<file path="src/rtl/phase_monitor_pkg.sv">
// Shared types and phase codes for the phase sequence checker.
// Holds the phase constants, the FSM state enum and the per-sample event bundle.
package phase_monitor_pkg;

  localparam logic [2:0] PH_1 = 3'b001;
  localparam logic [2:0] PH_2 = 3'b010;
  localparam logic [2:0] PH_3 = 3'b011;
  localparam logic [2:0] PH_4 = 3'b100;

  typedef enum logic [2:0] {
    SYNC,
    P1,
    P2,
    P3,
    P4
  } pm_state_t;

  typedef struct packed {
    logic done;
    logic bad;
  } pm_event_t;

  function automatic logic is_legal(input logic [2:0] ph);
    logic ok;
    ok = 1'b0;
    unique case (1'b1)
      (ph == PH_1): ok = 1'b1;
      (ph == PH_2): ok = 1'b1;
      (ph == PH_3): ok = 1'b1;
      (ph == PH_4): ok = 1'b1;
      default:      ok = 1'b0;
    endcase
    return ok;
  endfunction

endpackage

</file>
<file path="src/rtl/phase_monitor_sat_counter.sv">
// Saturating up-counter with synchronous clear taking priority over increment.
// Ports: clk, reset (async, high), clr, inc, count[W-1:0].
module sat_counter #(
  parameter int W = 16
) (
  input  logic         clk,
  input  logic         reset,
  input  logic         clr,
  input  logic         inc,
  output logic [W-1:0] count
);

  localparam logic [W-1:0] ONE = {{(W-1){1'b0}}, 1'b1};

  always_ff @(posedge clk or posedge reset) begin
    if (reset) begin
      count <= '0;
    end else if (clr) begin
      count <= '0;
    end else if (inc && !(&count)) begin
      count <= count + ONE;
    end
  end

endmodule

</file>
<file path="src/rtl/phase_monitor.sv">
// Checks the 3-bit phase stream against 001-010-011-100 / 001-010-100 frames.
// Ports: clk, reset, en, clr, phase_in[2:0] in; in_sync, frame_done,
// frame_cnt, short_cnt, err, err_phase, last_phase out.
// Macro PHASE_MONITOR_SHORT_CNT_EN enables the short-frame counter.
module phase_monitor
  import phase_monitor_pkg::*;
#(
  parameter int CNT_W = 16
) (
  input  logic             clk,
  input  logic             reset,
  input  logic             en,
  input  logic             clr,
  input  logic [2:0]       phase_in,
  output logic             in_sync,
  output logic             frame_done,
  output logic [CNT_W-1:0] frame_cnt,
  output logic [CNT_W-1:0] short_cnt,
  output logic             err,
  output logic [2:0]       err_phase,
  output logic [2:0]       last_phase
);

  pm_state_t state;
  pm_state_t nxt;
  pm_event_t ev;

  always_comb begin
    nxt = state;
    ev  = '0;
    unique case (state)
      SYNC: begin
        if (phase_in == PH_1) nxt = P1;
        else if (!is_legal(phase_in)) ev.bad = 1'b1;
      end
      P1: begin
        if (phase_in == PH_2) nxt = P2;
        else ev.bad = 1'b1;
      end
      P2: begin
        if (phase_in == PH_3) begin
          nxt = P3;
        end else if (phase_in == PH_4) begin
          nxt     = P4;
          ev.done = 1'b1;
        end else begin
          ev.bad = 1'b1;
        end
      end
      P3: begin
        if (phase_in == PH_4) begin
          nxt     = P4;
          ev.done = 1'b1;
        end else begin
          ev.bad = 1'b1;
        end
      end
      P4: begin
        if (phase_in == PH_1) nxt = P1;
        else ev.bad = 1'b1;
      end
      default: nxt = SYNC;
    endcase
    if (ev.bad) nxt = SYNC;
  end

  always_ff @(posedge clk or posedge reset) begin
    if (reset) begin
      state      <= SYNC;
      frame_done <= 1'b0;
      last_phase <= 3'b000;
    end else begin
      frame_done <= en && ev.done;
      if (en) begin
        state      <= nxt;
        last_phase <= phase_in;
      end
    end
  end

  // first-error capture; clr beats an error on the same edge
  always_ff @(posedge clk or posedge reset) begin
    if (reset) begin
      err       <= 1'b0;
      err_phase <= 3'b000;
    end else if (clr) begin
      err       <= 1'b0;
      err_phase <= 3'b000;
    end else if (en && ev.bad) begin
      err <= 1'b1;
      if (!err) err_phase <= phase_in;
    end
  end

  assign in_sync = (state != SYNC);

  sat_counter #(.W(CNT_W)) u_frame_cnt (
    .clk   (clk),
    .reset (reset),
    .clr   (clr),
    .inc   (en && ev.done),
    .count (frame_cnt)
  );

`ifdef PHASE_MONITOR_SHORT_CNT_EN
  logic short_inc;

  assign short_inc = en && (state == P2) && (phase_in == PH_4);

  sat_counter #(.W(CNT_W)) u_short_cnt (
    .clk   (clk),
    .reset (reset),
    .clr   (clr),
    .inc   (short_inc),
    .count (short_cnt)
  );
`else
  assign short_cnt = '0;
`endif

endmodule

</file>
<file path="config.mk">
export PLATFORM = sky130hd
export DESIGN_NAME = phase_monitor
export DESIGN_NICKNAME = d
export VERILOG_FILES = /design/src/rtl/phase_monitor_pkg.sv /design/src/rtl/phase_monitor_sat_counter.sv /design/src/rtl/phase_monitor.sv
export SDC_FILE = /design/constraint.sdc
export NUM_CORES = 1
export LEC_CHECK = 0
export ABC_AREA = 0
export CORE_ASPECT_RATIO = 1.1
export CORE_UTILIZATION = 47
export CTS_CLUSTER_SIZE = 10
export DETAILED_ROUTE_END_ITERATION = 16
export MAX_ROUTING_LAYER = met4
export PLACE_DENSITY = 0.8
export SYNTH_ARGS = -nofsm -noshare
export SYNTH_HDL_FRONTEND = slang
export SYNTH_SLANG_ARGS = --single-unit
</file>
<file path="constraint.sdc">
create_clock -name clk -period 2.3 [get_ports clk]
set_input_delay 0.46 -clock clk [delete_from_list [all_inputs] [get_ports clk]]
set_output_delay 0.46 -clock clk [all_outputs]
set_load 0.01 [all_outputs]
</file>
==> flow_summary.yaml <==
outcome:
  outcome: "finished, violations left"
  violations: "design-rule violations"
sta:
  period_share: 0.932
  hold_ws_ps: 477
  fin_setup_tns_ps: 0
  hold_viol: 0
  setup_viol: 0
  grt_setup_unrepaired: "false"
  setup_ws_ps: 157
  clock_skew_ps: 3.20
  period_needed_ps: 2140
  finalMaxSlewViolations: 0
  fmax_mhz: 467
global_route:
  grt_pass1_vias: 1328
  grt_usage: 0.200
  antenna_found_initial: 0
  grt_pass1_wl_um: 5640
  grt_max_degree: 28
  grt_overflow_total: 0
critical_path:
  path_max_fanout: 5
  r2r_cells: 6
  crit_path_end_kind: "flop"
  reg2reg_to: "u_frame_cnt.count[10]$_DFFE_PP0P_"
  r2r_setup_slack_ps: 420
  cp-start-kind: "input port"
  r2r_start: "u_frame_cnt.count[0]$_DFFE_PP0P_"
  critPathArrivalTime_ps: 2380
  path_class: "input port to flop"
  worstPathRequired_ps: 2530
finish:
  stdcell_count: 245
  num_antenna_cells: 0
  area_growth_pct: 23.4
  utilization: 0.630
  final_nets: 220
  finalInstanceArea_sq_mm: 0.00199
  drive_above_1_share: 0.133
logic_synthesis:
  async_flop_share: 1.00
  synth_seq_cells: 27
  synth_top_area_cell: "dfrtp_1"
  synth_edf_count: 0
  yosysMostFrequentCell: "dfrtp_1"
  yosysTopAreaCellShare: 0.420
  netlist-cell-type-count: 40
  synth_area_sq_mm: 0.00161
  ys.flop_type: "dfrtp_1"
  synthCells: 172
  syn_area_per_cell_sq_um: 9.35
  synth_commonest_cells: "27 x dfrtp_1, 19 x nor2_1, 17 x buf_4"
  yosysSeqAreaShare: 0.420
  ys_warn_count: 0
  synth_area_leaders: "dfrtp_1 42%, buf_4 7.9%, xnor2_1 4.9%"
drt:
  vias: 1347
  drt-initial-drc-count: 56
  finalWirelength_um: 3370
  wire_per_inst_um: 13.8
  drcViolationCount: 2
  routed_via_density: 5.50
  final_antenna_net_count: 0
  drt-pass1-iter-count: 12
clocking:
  cts_tree: "built"
  post_cts_resize_count: 0
  cts_buffer_depth: 2
  clk_latency_ps: 320
  cts_hold_buf: 0
  h-tree-depth: 1
  cts_inserted_buffers: 3
  path_clk_slew_ps: 150
  cts_root_buffer: "clkbuf_4"
  cts_setup_buffers: 0
  clock-sinks: 27
placed_design:
  placed_cell_area_sq_mm: 0.00196
  portBuffers: 31
  preCtsSetupSlack_ps: -204
  dpl.hpwl_um: 2600
  placed_cells: 241
  gp_congestion: 0.843
floorplanning:
  die_area_sq_mm: 0.00366
  die_w_um: 57.8
  ios: 48
  core_sq_mm: 0.00315
  rows: 21
  die_h_um: 63.4
  initial_utilization: 0.510
power:
  leakagePower_nw: 0.844
  power.total_mw: 0.969
  power.density_mw_per_mm2: 488
  irDropWorstVdd_v: 0.000425
flow_run:
  drv_cap: 0
worst_hold_path:
  hp-class: "input port to async pin"
## cell type report
cell class / instances / area [sq um]
Clock inverter: 1 / 5.00
Sequential cell: 27 / 676
Timing Repair Buffer: 45 / 415
Multi-Input combinational cell: 128 / 798
Fill cell: 272 / 1170
Inverter: 7 / 26.3
Tap cell: 34 / 42.5
Clock buffer: 3 / 22.5
## cell families after synthesis
| group | after synthesis | share of synthesized area |
|---|---|---|
| flip-flops | 27 | 0.420 |
| other | 1 | 0.00233 |
| AND/OR/NAND/NOR | 67 | 0.228 |
| multiplexers | 8 | 0.0529 |
| XOR/XNOR | 9 | 0.0490 |
| adder cells (fa/ha/maj) | 1 | 0.00777 |
| buffers and inverters | 32 | 0.119 |
| AO/OA/AOI/OAI | 27 | 0.121 |
## report_power, final
group	switching [mW]	internal [mW]
registers	0.0370	0.498
logic	0.111	0.114
clock network	0.143	0.0652
## placed cells by master (no fill, tap or decap), drive strengths merged, types with 2 or more instances in the layout
| cell | Yosys | layout |
|---|---|---|
| nand3 | 7 | 7 |
| nor2b | 2 | 2 |
| or2b | 2 | 2 |
| and3b | 2 | 2 |
| a211oi | 4 | 4 |
| xnor2 | 9 | 9 |
| and4 | 2 | 2 |
| nor3b | 4 | 4 |
| buf | 18 | 14 |
| mux2i | 4 | 4 |
| mux2 | 4 | 4 |
| clkdlybuf4s50 | 0 | 31 |
| nand2b | 5 | 5 |
| conb | 1 | 16 |
| a31oi | 5 | 5 |
| inv | 7 | 7 |
| nand2 | 10 | 10 |
| or4 | 2 | 2 |
| clkbuf | 7 | 3 |
| a21oi | 7 | 7 |
| nor3 | 6 | 6 |
| nor2 | 19 | 19 |
| o31ai | 3 | 3 |
| dfrtp | 27 | 27 |
## flip-flops by register name, indices dropped and copies added (netlist names)
register,flops
state,3
last_phase,3
err,1
u_frame_cnt.count,16
err_phase,3
frame_done,1
## critical path: stages
cell and delay, ps:
clkdlybuf4s50_1 480, or3b_4 410, or4_4 570, a211oi_2 270, xnor2_1 140, nor2_1 50
## worst max-delay path by stage
stage / startpoint / endpoint / slack, ps / depth (start not counted)
floorplan: phase_in[1] / u_frame_cnt.count[9]$_DFFE_PP0P_ / 250 / 6
global placement: phase_in[2] / u_frame_cnt.count[7]$_DFFE_PP0P_ / -140 / 6
detailed placement: phase_in[2] / u_frame_cnt.count[7]$_DFFE_PP0P_ / -200 / 6
CTS: phase_in[2] / u_frame_cnt.count[7]$_DFFE_PP0P_ / 150 / 6
global route: phase_in[2] / u_frame_cnt.count[13]$_DFFE_PP0P_ / 90 / 6
finish: phase_in[2] / u_frame_cnt.count[7]$_DFFE_PP0P_ / 160 / 6
## per-layer routing
metal | GRT usage | vias up | part of all wire
met4 | 0.0446 | 0 | 0.0092
met5 | - | - | 0
met3 | 0.0205 | 5 | 0.047
li1 | - | 648 | -
met2 | 0.381 | 49 | 0.54
met1 | 0.220 | 645 | 0.40
Note: power is estimated with default switching activity, not from simulation.
